File: src/rtl/router_fsm.sv
// ----------------------------------------------------------------------------
// router_fsm -- write-side control FSM of a 3-port packet router.
//
// Purpose
//   Decodes the header address of an incoming packet and sequences the writes
//   into the addressed FIFO. It waits for that FIFO to drain if it is not
//   empty, stalls while it is full, and steps through the parity byte and the
//   parity check. Address 3 is not a valid destination, so such packets are
//   dropped in DECODE_ADDRESS. A read-timeout soft reset of the addressed FIFO
//   aborts the packet.
//
//   Moore machine. The next state is computed combinationally, and every
//   output is registered from the next-state decode. Each output therefore
//   reflects the current state, and no input reaches an output without
//   passing through a flop.
//
// Configuration
//   ROUTER_FSM_WDOG_EN : when defined, a 5-bit watchdog limits how long the
//                        FSM may sit in FIFO_FULL_STATE or WAIT_TILL_EMPTY.
//                        On expiry the FSM returns to DECODE_ADDRESS and
//                        wdog_timeout pulses for one cycle. When undefined,
//                        there is no counter and wdog_timeout is tied to 0.
//                        The port list is the same in both builds.
//
// Ports
//   clock              in   rising-edge clock
//   resetn             in   synchronous active-low reset
//   pkt_valid          in   source packet-valid strobe
//   data_in[1:0]       in   header address bits
//   fifo_full          in   full flag of the addressed FIFO
//   fifo_empty_0/1/2   in   per-FIFO empty flags
//   soft_reset_0/1/2   in   per-FIFO read-timeout resets
//   parity_done        in   parity byte captured by the register block
//   low_packet_valid   in   pkt_valid fell while loading
//   detect_add         out  state == DECODE_ADDRESS
//   lfd_state          out  state == LOAD_FIRST_DATA
//   ld_state           out  state == LOAD_DATA
//   laf_state          out  state == LOAD_AFTER_FULL
//   full_state         out  state == FIFO_FULL_STATE
//   rst_int_reg        out  state == CHECK_PARITY_ERROR
//   write_enb_reg      out  LOAD_DATA | LOAD_PARITY | LOAD_AFTER_FULL
//   busy               out  all states except DECODE_ADDRESS and LOAD_DATA
//   wdog_timeout       out  one-cycle watchdog expiry pulse
// ----------------------------------------------------------------------------
module router_fsm (
    input  logic       clock,
    input  logic       resetn,
    input  logic       pkt_valid,
    input  logic [1:0] data_in,
    input  logic       fifo_full,
    input  logic       fifo_empty_0,
    input  logic       fifo_empty_1,
    input  logic       fifo_empty_2,
    input  logic       soft_reset_0,
    input  logic       soft_reset_1,
    input  logic       soft_reset_2,
    input  logic       parity_done,
    input  logic       low_packet_valid,
    output logic       detect_add,
    output logic       lfd_state,
    output logic       ld_state,
    output logic       laf_state,
    output logic       full_state,
    output logic       rst_int_reg,
    output logic       write_enb_reg,
    output logic       busy,
    output logic       wdog_timeout
);

    typedef enum logic [2:0] {
        DECODE_ADDRESS     = 3'd0,
        LOAD_FIRST_DATA    = 3'd1,
        LOAD_DATA          = 3'd2,
        LOAD_PARITY        = 3'd3,
        FIFO_FULL_STATE    = 3'd4,
        LOAD_AFTER_FULL    = 3'd5,
        WAIT_TILL_EMPTY    = 3'd6,
        CHECK_PARITY_ERROR = 3'd7
    } state_e;

    state_e     state_q;
    state_e     state_nxt;   // transition before the watchdog override
    state_e     state_d;
    logic [1:0] target_q;
    logic [1:0] target_d;

    // Flags are packed into 4-bit vectors with bit 3 tied low. An address-3
    // lookup therefore reads 0 instead of indexing out of range.
    logic [3:0] empty_v;
    logic [3:0] srst_v;
    logic       hdr_ok;

    assign empty_v = {1'b0, fifo_empty_2, fifo_empty_1, fifo_empty_0};
    assign srst_v  = {1'b0, soft_reset_2, soft_reset_1, soft_reset_0};
    assign hdr_ok  = pkt_valid && (data_in != 2'd3);

    // ------------------------------------------------------------------
    // Base next-state logic
    // ------------------------------------------------------------------
    always_comb begin
        state_nxt = state_q;
        case (state_q)
            DECODE_ADDRESS: begin
                if (hdr_ok)
                    state_nxt = empty_v[data_in] ? LOAD_FIRST_DATA : WAIT_TILL_EMPTY;
            end
            LOAD_FIRST_DATA:    state_nxt = LOAD_DATA;
            LOAD_DATA: begin
                if (fifo_full)       state_nxt = FIFO_FULL_STATE;
                else if (!pkt_valid) state_nxt = LOAD_PARITY;
                else                 state_nxt = LOAD_DATA;
            end
            LOAD_PARITY:        state_nxt = CHECK_PARITY_ERROR;
            FIFO_FULL_STATE:    state_nxt = fifo_full ? FIFO_FULL_STATE : LOAD_AFTER_FULL;
            LOAD_AFTER_FULL: begin
                if (parity_done)           state_nxt = DECODE_ADDRESS;
                else if (low_packet_valid) state_nxt = LOAD_PARITY;
                else                       state_nxt = LOAD_DATA;
            end
            CHECK_PARITY_ERROR: state_nxt = fifo_full ? FIFO_FULL_STATE : DECODE_ADDRESS;
            WAIT_TILL_EMPTY:    state_nxt = empty_v[target_q] ? LOAD_FIRST_DATA : WAIT_TILL_EMPTY;
            default:            state_nxt = DECODE_ADDRESS;
        endcase
        // A read timeout on the FIFO being written abandons the packet.
        // Timeouts on the other FIFOs belong to other readers and are ignored.
        if ((state_q != DECODE_ADDRESS) && srst_v[target_q])
            state_nxt = DECODE_ADDRESS;
    end

    // The destination is captured only when a valid header is accepted.
    // It is held through the packet, so the flag lookups keep using it.
    assign target_d = ((state_q == DECODE_ADDRESS) && hdr_ok) ? data_in : target_q;

`ifdef ROUTER_FSM_WDOG_EN
    // ------------------------------------------------------------------
    // Watchdog on the two waiting states
    // ------------------------------------------------------------------
    logic [4:0] wdog_q;
    logic [4:0] wdog_d;
    logic       wdog_stay;
    logic       wdog_fire;

    // The count runs only while the FSM stays in a waiting state; any state
    // change restarts it. The watchdog fires on the cycle whose increment
    // would take the count to 31. The FSM therefore leaves after exactly
    // 31 cycles in the waiting state.
    always_comb begin
        wdog_stay = ((state_q == FIFO_FULL_STATE) || (state_q == WAIT_TILL_EMPTY)) &&
                    (state_nxt == state_q);
        wdog_fire = wdog_stay && (wdog_q == 5'd30);
        wdog_d    = (wdog_stay && !wdog_fire) ? (wdog_q + 5'd1) : 5'd0;
        state_d   = wdog_fire ? DECODE_ADDRESS : state_nxt;
    end
`else
    always_comb begin
        state_d = state_nxt;
    end

    assign wdog_timeout = 1'b0;
`endif

    // ------------------------------------------------------------------
    // State, target and registered Moore outputs
    // ------------------------------------------------------------------
    always_ff @(posedge clock) begin
        if (!resetn) begin
            state_q       <= DECODE_ADDRESS;
            target_q      <= 2'd0;
            detect_add    <= 1'b1;
            lfd_state     <= 1'b0;
            ld_state      <= 1'b0;
            laf_state     <= 1'b0;
            full_state    <= 1'b0;
            rst_int_reg   <= 1'b0;
            write_enb_reg <= 1'b0;
            busy          <= 1'b0;
`ifdef ROUTER_FSM_WDOG_EN
            wdog_q        <= 5'd0;
            wdog_timeout  <= 1'b0;
`endif
        end else begin
            state_q       <= state_d;
            target_q      <= target_d;
            // Outputs are decoded from the next state. The registered value
            // then matches the state the FSM is in during the following cycle.
            detect_add    <= (state_d == DECODE_ADDRESS);
            lfd_state     <= (state_d == LOAD_FIRST_DATA);
            ld_state      <= (state_d == LOAD_DATA);
            laf_state     <= (state_d == LOAD_AFTER_FULL);
            full_state    <= (state_d == FIFO_FULL_STATE);
            rst_int_reg   <= (state_d == CHECK_PARITY_ERROR);
            write_enb_reg <= (state_d == LOAD_DATA) || (state_d == LOAD_PARITY) ||
                             (state_d == LOAD_AFTER_FULL);
            busy          <= (state_d != DECODE_ADDRESS) && (state_d != LOAD_DATA);
`ifdef ROUTER_FSM_WDOG_EN
            wdog_q        <= wdog_d;
            // The pulse coincides with the first DECODE_ADDRESS cycle after
            // the expiry.
            wdog_timeout  <= wdog_fire;
`endif
        end
    end

endmodule

File: config.mk
export PLATFORM = sky130hd
export DESIGN_NAME = router_fsm
export DESIGN_NICKNAME = d
export VERILOG_FILES = /design/src/rtl/router_fsm.sv
export SDC_FILE = /design/constraint.sdc
export NUM_CORES = 1
export LEC_CHECK = 0
export ABC_AREA = 1
export CORE_MARGIN = 2
export CORE_UTILIZATION = 47
export DETAILED_ROUTE_END_ITERATION = 6
export GPL_ROUTABILITY_DRIVEN = 0
export HOLD_SLACK_MARGIN = 0.12
export PLACE_DENSITY_LB_ADDON = 0.05
export RECOVER_POWER = 50
export SYNTH_ARGS = -nofsm -noshare
export SYNTH_HDL_FRONTEND = slang
export SYNTH_SLANG_ARGS = --single-unit
export TNS_END_PERCENT = 50
File: constraint.sdc
create_clock -name clock -period 1.83 [get_ports clock]
set_input_delay 0.549 -clock clock [delete_from_list [all_inputs] [get_ports clock]]
set_output_delay 0.549 -clock clock [all_outputs]
set_load 0.05 [all_outputs]
==> qor.txt, run 1 <==
Final HPWL DP - 1210 µm
post-synth design cell area - 721 µm²
nets@finish - 155
Final Hold Vio Count - 0
vias post-DR - 742
Largest stage delay, worst path - 0.44 ns
final core utilization - 66.2%
Placeable Area - 1470 µm²
setup bufs post-CTS - 0
worst IR drop on VDD - 1.12 mV
Post-DP Area - 961 µm²
worst r2r src - state_q[2]$_SDFF_PN0_
Final Cycle Share - 93.4%
top-area cell type share of the netlist area - 36.1%
most common cell after layout, fill and taps aside - nand2_1
pwr dens - 1600 nW/µm²
clock sink count - 13
synth-to-layout area growth - 35.2%
first-pass GRT wire length - 2660 µm
sequential share of the synthesized area - 36.1%
Worst-Skew Late Latency - 0.27 ns
CTS tree - yes
Setup crit start kind - input pin
WS Path Type - in2reg
most frequent cells in the layout - nand2_1, inv_1, nand3_1
WL per Instance - 9.48 µm
ant diodes - 0
DR iter-0 viols - 16
Worst slew margin - 60.8%
CP arrival - 1.90 ns
Die Wd - 43.2 µm
most used cell, CP - nand3_1
register bank with the most flops - state_q
Critical Path End Type - register
Final setup viols - 0
Crit. Startpoint - data_in[1]
All-Layer GR Usage - 18.7%
setup tns final - 0 ns
vias in the first global route - 661
layout cells sized above 1 - 20.7%
Die Ht - 43.2 µm
status - finished, final reports clean
row count - 14
drt total wl - 1480 µm
synth top area cells - dfxtp_1, nand2_1, nand3_1, inv_1, nor2_1
H-tree lvl count - 1
CP max FO - 4
CP cell instances - clkdlybuf4s50_1, inv_1, nand3_1, nand3_2, nand3_1, nand3_1, nand2_2, buf_4, nor3_1
slew at the pin closest to its max-slew limit - 0.591 ns
port buffer count - 21
area leader, netlist - dfxtp_1
# Max-Cap Violations - 0
post-route DRC violation count - 0
fin area - 975 µm²
Clock Skew - 0.00587 ns
minimum clock period - 1.71 ns
Yosys cell types - 15
Root Buffer - clkbuf_4
Pleak - 0.494 nW
gr ovfl total - 0
Reg2Reg Setup Slack - 0.39 ns
antenna violations before repair - 0
Synth Warn # - 0
largest net degree at the start of global routing - 8
unrepaired setup endpoints after global routing - no
Avg Inst Size Synth - 6.49 µm²
I/O pin count - 23
FMAX - 585 MHz
Initial Util - 49.0%
FF+latch count, synth - 13
CTS Buf Count - 3
Hold Crit Class - reg2reg
Post-DRT Antenna Nets - 0
worst endpoint required time - 2.02 ns
Final Max Slew Viols - 0
largest registers - state_q: 3 flops, target_q: 2 flops
min-delay src - target_q[0]$_SDFFE_PN0P_
first drt pass iteration count - 5
Vias/cell - 4.76
Worst-path clk slew - 0.07 ns
CTS max path bufs - 2
net count after synthesis - 125
Cells after Synth - 111
die area - 1860 µm²
Worst path slowest cell - clkdlybuf4s50_1
max reg flops - 3
-- cells in the mapped netlist --
cell type   n
a21oi_1     3
buf_4       1
conb_1      1
dfxtp_1    13
inv_1      19
inv_2       4
nand2_1    26
nand2_2     3
nand3_1    16
nand3_4     2
nor2_1     10
nor2_2      5
nor3_1      2
nor3b_2     1
o21ai_0     5
-- where the power goes --
part / switching [W] / leakage (nW) / internal, W
logic: 0.000648 / 0.372 / 0.000306
clock network: 0.0000820 / 0.0150 / 0.0000843
registers: 0.0000658 / 0.107 / 0.000375
-- through the flow --
| stage | power [W] | worst slack [ns] | std cells | hold slack, ns |
|---|---|---|---|---|
| 5_1_grt | 0.00170 | 0.000237 | 156 | 0.626 |
| 6_report | 0.00156 | 0.122 | 156 | 0.577 |
| 3_5_place_dp | 0.00142 | -0.229 | 152 | 0.571 |
| 4_1_cts | 0.00160 | 0.0285 | 156 | 0.586 |
| 2_1_floorplan | 0.00115 | 0.401 | 111 | 0.538 |
| 3_3_place_gp | 0.00140 | -0.160 | 152 | 0.567 |
-- worst max-delay path: cells and delay by family --
kind | cells | cell delay [ns]
AND/OR/NAND/NOR | 6 | 0.64
buffers and inverters | 3 | 0.71
-- path summary, 6_finish.rpt --
kind / endpoint / cells after the start
worst max-delay path: lfd_state$_SDFF_PN0_ / 9
worst min-delay path: target_q[0]$_SDFFE_PN0P_ / 2
worst max register to register: lfd_state$_SDFF_PN0_ / 9
worst min register to register: target_q[0]$_SDFFE_PN0P_ / 2
-- repair_timing --
| item | 4_1_cts | 5_1_grt |
|---|---|---|
| resized for setup | 0 | 8 |
| setup endpoints to repair | 0 | 9 |
| hold buffers | 0 | 0 |
-- cell type report --
cell class / count / area, µm²
fill: 151 / 497
tap: 16 / 20.0
inverter: 23 / 86.3
multi-input combinational: 74 / 384
timing repair buffer: 26 / 198
clock buffer: 4 / 26.3
sequential: 13 / 260
-- cell families (layout without fill, tap and decap cells) --
group / count (synthesis) / count (layout) / share of synthesized area [%]
AO/OA/AOI/OAI: 8 / 8 / 5.55
buffers and inverters: 24 / 53 / 13.0
flip-flops: 13 / 13 / 36.1
other: 1 / 1 / 0.520
AND/OR/NAND/NOR: 65 / 65 / 44.8
-- routing by layer --
| metal | share of wire (%) | vias up | routed length [µm] | global-route usage (%) |
|---|---|---|---|---|
| li1 | - | 401 | - | - |
| met1 | 48 | 319 | 703 | 25.9 |
| met2 | 44 | 20 | 657 | 27.8 |
| met3 | 6.2 | 2 | 92 | 6.38 |
| met4 | 1.8 | 0 | 26 | 4.24 |
| met5 | 0 | - | 0 | 0 |
(Power assumes the default switching activity.)
==> inputs of run 2 (changes only) <==
Settings changed: MAX_ROUTING_LAYER from default to met4, SETUP_SLACK_MARGIN from default to 0.1.
==> run 2 against run 1 <==
Effect of this change:
- clock skew hardly changed
- sequential cell count did not move
- hold slack gained 0.00073 ns
- fmax increased by 3.1%
- clock-buffer cell count unchanged
- critical path type unchanged
==> qor.txt, run 2 (synthesized netlist as in run 1, its figures left out) <==
die area - 1860 µm² (unchanged)
Post-DRT Antenna Nets - 0 (unchanged)
Vias/cell - 4.76 (+0.13%)
nets@finish - 155 (unchanged)
largest registers - state_q: 3 flops, target_q: 2 flops
Worst-path clk slew - 0.07 ns (about the same)
port buffer count - 21 (unchanged)
min-delay src - target_q[0]$_SDFFE_PN0P_
H-tree lvl count - 1 (unchanged)
Hold Crit Class - reg2reg
unrepaired setup endpoints after global routing - no
drt total wl - 1580 µm (+6.8%)
Die Wd - 43.2 µm (unchanged)
FMAX - 603 MHz (+3.1%)
Placeable Area - 1470 µm² (unchanged)
Worst slew margin - 60.8% (about the same)
setup bufs post-CTS - 0 (unchanged)
Final Cycle Share - 90.6% (-2.8 points)
total power - 0.00160 W (+2.4%)
Worst path slowest cell - clkdlybuf4s50_1
crit path to - detect_add$_SDFF_PN1_
All-Layer GR Usage - 19.3% (+0.68 points)
antenna violations before repair - 0 (unchanged)
Clock Skew - 0.00559 ns (-0.000282 ns)
ant diodes - 0 (unchanged)
CP cell instances - clkdlybuf4s50_1, inv_1, nand2_1, nand3_2, nand2_1, nand2_1, nand3_2, nand2_2, buf_4, nand3_1, nand2_1
Initial Util - 49.0% (unchanged)
Final Max Slew Viols - 0 (unchanged)
CTS max path bufs - 2 (unchanged)
Die Ht - 43.2 µm (unchanged)
most common cell after layout, fill and taps aside - nand2_1
gr ovfl total - 0 (unchanged)
DR iter-0 viols - 20 (+4)
vias post-DR - 743 (+0.13%)
Largest stage delay, worst path - 0.48 ns (+0.04 ns)
status - finished, final reports clean
CP max FO - 4 (unchanged)
worst endpoint required time - 1.99 ns (-0.03 ns)
WL per Instance - 10.1 µm (+6.8%)
Pleak - 0.550 nW (+11%)
Final HPWL DP - 1210 µm (unchanged)
worst r2r src - state_q[1]$_SDFF_PN0_
Final setup viols - 0 (unchanged)
most frequent cells in the layout - nand2_1, inv_1, dfxtp_1
clock sink count - 13 (unchanged)
CP arrival - 1.82 ns (-0.08 ns)
Critical R2R Capture - laf_state$_SDFF_PN0_
register bank with the most flops - state_q
Critical Path End Type - register
layout cells sized above 1 - 22.9% (+2.1 points)
Reg2Reg Setup Slack - 0.29 ns (-0.10 ns)
CTS Buf Count - 3 (unchanged)
I/O pin count - 23 (unchanged)
reg2reg path depth - 11 (+2)
Final Hold Vio Count - 0 (unchanged)
worst IR drop on VDD - 1.13 mV (+0.71%)
slew at the pin closest to its max-slew limit - 0.591 ns (+0.000204 ns)
minimum clock period - 1.66 ns (-0.0511 ns)
max reg flops - 3 (unchanged)
CTS tree - yes
synth-to-layout area growth - 39.4%
vias in the first global route - 668 (+1.1%)
Crit. Startpoint - fifo_empty_0
# Max-Cap Violations - 0 (unchanged)
first drt pass iteration count - 4 (-1)
post-route DRC violation count - 0 (unchanged)
Root Buffer - clkbuf_4
first-pass GRT wire length - 2680 µm (+0.53%)
most used cell, CP - nand2_1
fillcell total - 151 (unchanged)
hold buffers post-CTS - 0 (unchanged)
Worst-Skew Late Latency - 0.27 ns (about the same)
Setup crit start kind - input pin
hold_ws - 0.577 ns (+0.000733 ns)
WS Path Type - in2reg
largest net degree at the start of global routing - 8 (unchanged)
pwr dens - 1590 nW/µm² (-0.66%)
row count - 14 (unchanged)
## run 2: layout make-up
type | count | area (µm²) | area share, %
Timing Repair Buffer | 26 | 210 | 20.9
Sequential cell | 13 | 260 | 25.9
Clock buffer | 4 | 26.3 | 2.62
Multi-Input combinational cell | 74 | 402 | 40.0
Inverter | 23 | 86.3 | 8.59
Tap cell | 16 | 20.0 | 1.99
## run 2: routing by layer
layer / wire [µm] / GRT usage (%) / up-vias
met5: 0 / - / -
met4: 27 / 4.24 / 0
met3: 79 / 6.38 / 2
met2: 737 / 28.7 / 19
met1: 734 / 25.7 / 325
li1: - / - / 397
## run 2: worst max-delay path: cells and delay by family
family,cells,cell delay [ns]
buffers and inverters,3,0.67
AND/OR/NAND/NOR,8,0.58
## run 2: per-stage QoR
stage	instances	setup TNS [ns]	instance area (µm²)	util, %	setup slack, ns
after floorplan	111	0	721	-	0.401
after global placement	152	-1.17	961	65.3	-0.160
after detailed placement	152	-1.80	961	65.3	-0.229
after CTS	156	0	990	67.3	0.102
after global routing	156	0	1000	68.3	0.0773
final	156	0	1000	68.3	0.173
## run 2: what timing repair did
| action | 4_1_cts | 5_1_grt |
|---|---|---|
| pin swaps | 0 | 3 |
| gates resized for setup | 2 | 16 |
| setup endpoints to repair | 6 | 11 |
## run 2: power by group
| group | total, W | switching [W] | internal, W |
|---|---|---|---|
| Clock | 0.000167 | 0.0000825 | 0.0000843 |
| Combinational | 0.000995 | 0.000680 | 0.000315 |
| Sequential | 0.000437 | 0.0000622 | 0.000375 |
## run 2: worst min path at each step
| stage | endpoint | cells past startpoint |
|---|---|---|
| final | target_q[0]$_SDFFE_PN0P_ | 2 |
| after global routing | target_q[1]$_SDFFE_PN0P_ | 2 |
| after CTS | target_q[0]$_SDFFE_PN0P_ | 2 |
| after detailed placement | target_q[0]$_SDFFE_PN0P_ | 2 |
| after global placement | target_q[1]$_SDFFE_PN0P_ | 2 |
| after floorplan | target_q[0]$_SDFFE_PN0P_ | 2 |
==> inputs of run 3 (changes only) <==
Settings changed: CORE_UTILIZATION 47 to 44.
Clock period 1.83 ns to 1.7 ns, I/O delays scaled along.
==> run 3 against run 2 <==
Effect of this change:
- global-route usage up 0.25 points
- clock skew down 0.0039 ns
- first-iteration DRC count down 35%
- critical endpoint is now busy$_SDFF_PN0_
==> qor.txt, run 3 (synthesized netlist as in run 1, its figures left out) <==
layout cells sized above 1 - 30.6% (+7.7 points)
worst IR drop on VDD - 1.09 mV (-3.7%)
Clock Skew - 0.00173 ns (-0.00386 ns)
slew at the pin closest to its max-slew limit - 0.506 ns (-0.0847 ns)
Post-Place Cells - 153 (+0.66%)
Post-DP Area - 1070 µm² (+11%)
Hold Crit Class - reg2reg
vias post-DR - 802 (+7.9%)
max reg flops - 3 (unchanged)
CTS Buf Count - 3 (unchanged)
Final setup viols - 0 (unchanged)
minimum clock period - 1.55 ns
hold_ws - 0.588 ns (+0.0105 ns)
final std cells w/o fill - 160 (+2.6%)
status - finished, final reports clean
reg2reg path depth - 9 (-2)
Critical Path End Type - register
setup tns final - 0 ns (unchanged)
CP arrival - 1.71 ns (-0.11 ns)
Root Buffer - clkbuf_4
most common cell after layout, fill and taps aside - nand2_1
All-Layer GR Usage - 19.6% (+0.25 points)
hold buffers post-CTS - 0 (unchanged)
largest net degree at the start of global routing - 8 (unchanged)
Die Ht - 44.5 µm (+3.0%)
CTS max path bufs - 2 (unchanged)
Final Cycle Share - 91.0%
ant diodes - 0 (unchanged)
Final Hold Vio Count - 0 (unchanged)
Final Max Slew Viols - 0 (unchanged)
Vias/cell - 5.01 (+5.2%)
Reg2Reg Setup Slack - 0.21 ns (-0.08 ns)
Final HPWL DP - 1220 µm (+1.1%)
Die Wd - 44.5 µm (+3.0%)
first-pass GRT wire length - 2790 µm (+4.1%)
drt total wl - 1830 µm (+16%)
FMAX - 647 MHz
Worst slew margin - 66.2% (+5.4 points)
Initial Util - 47.3% (-1.7 points)
nets@finish - 159 (+2.6%)
CP max FO - 4 (unchanged)
row count - 14 (unchanged)
WL per Instance - 11.5 µm (+13%)
Cells on Worst Hold Path - 2 (unchanged)
first drt pass iteration count - 4 (unchanged)
Placeable Area - 1520 µm² (+3.6%)
gr ovfl total - 0 (unchanged)
Setup crit start kind - input pin
most frequent cells in the layout - nand2_1, inv_1, dfxtp_1, dlymetal6s2s_1, nor2_1
Worst-Skew Late Latency - 0.28 ns (about the same)
vias in the first global route - 736 (+10%)
unrepaired setup endpoints after global routing - no
pwr dens - 1700 nW/µm² (+6.9%)
synth-to-layout area growth - 60.1%
fin area - 1150 µm² (+15%)
Pleak - 0.719 nW (+31%)
DR iter-0 viols - 13 (-35%)
register bank with the most flops - state_q
H-tree lvl count - 1 (unchanged)
clock sink count - 13 (unchanged)
port buffer count - 21 (unchanged)
WS Path Type - in2reg
Post-DRT Antenna Nets - 0 (unchanged)
die area - 1980 µm² (+6.2%)
worst endpoint required time - 1.87 ns (-0.12 ns)
# Max-Cap Violations - 0 (unchanged)
I/O pin count - 23 (unchanged)
post-route DRC violation count - 0 (unchanged)
Worst-path clk slew - 0.08 ns (about the same)
total power - 0.00196 W (+23%)
antenna violations before repair - 0 (unchanged)
CTS tree - yes
largest registers - state_q: 3 flops, target_q: 2 flops
run 3: cell count changes in the layout (fill, tap and decap cells not counted), moves of 3 or more:
cell and delta:
buf_4 +4, clkbuf_1 -8, dlymetal6s2s_1 +8, inv_1 -3, inv_2 +3, nor2_4 +3
run 3: metrics by stage:
step | setup WS [ns] | utilization, %
global placement | -0.260 | 70.1
finish | 0.153 | 75.7
global route | 0.0767 | 75.7
CTS | 0.0927 | 74.4
floorplan | 0.310 | -
detailed placement | -0.306 | 70.1
run 3: path summary, 6_finish.rpt:
kind / endpoint / startpoint
worst max-delay path: busy$_SDFF_PN0_ / soft_reset_1
worst min-delay path: target_q[1]$_SDFFE_PN0P_ / target_q[1]$_SDFFE_PN0P_
worst max register to register: write_enb_reg$_SDFF_PN0_ / state_q[2]$_SDFF_PN0_
worst min register to register: target_q[1]$_SDFFE_PN0P_ / target_q[1]$_SDFFE_PN0P_
run 3: area by class of cell:
| cell class | count | area, µm² |
|---|---|---|
| repair buffers | 30 | 308 |
| inverters | 23 | 86.3 |
| flip-flops and latches | 13 | 260 |
| multi-input cells | 74 | 453 |
| clock buffers | 4 | 26.3 |
| fillers | 111 | 370 |
| well taps | 16 | 20.0 |
run 3: layer usage:
metal	share of wire (%)	wire length (µm)	GRT usage, %	vias to the layer above
met1	44	798	23.1	370
li1	-	-	-	408
met4	1.1	20	3.64	0
met2	50	922	31.9	20
met5	0	0	-	-
met3	5.0	91	7.35	4
run 3: where the power goes:
group,leakage [nW],switching (W),total [W],internal [W]
registers,0.107,0.0000739,0.000477,0.000403
logic,0.597,0.000815,0.00129,0.000479
clock network,0.0150,0.000101,0.000192,0.0000910
total,0.719,0.000990,0.00196,0.000974
run 3: critical path: stages:
cell	delay, ns
clkdlybuf4s50_1	0.45
inv_1	0.04
nand2_1	0.04
nand3_1	0.07
nand2_1	0.09
nand2_2	0.08
nand2_2	0.08
inv_2	0.05
nand3_4	0.11
buf_4	0.13
o21ai_0	0.06
run 3: what timing repair did:
item / CTS / global route
pin swaps: 7 / 12
buffers inserted: 2 / 1
setup endpoints to repair: 8 / 11
resized for setup: 13 / 20
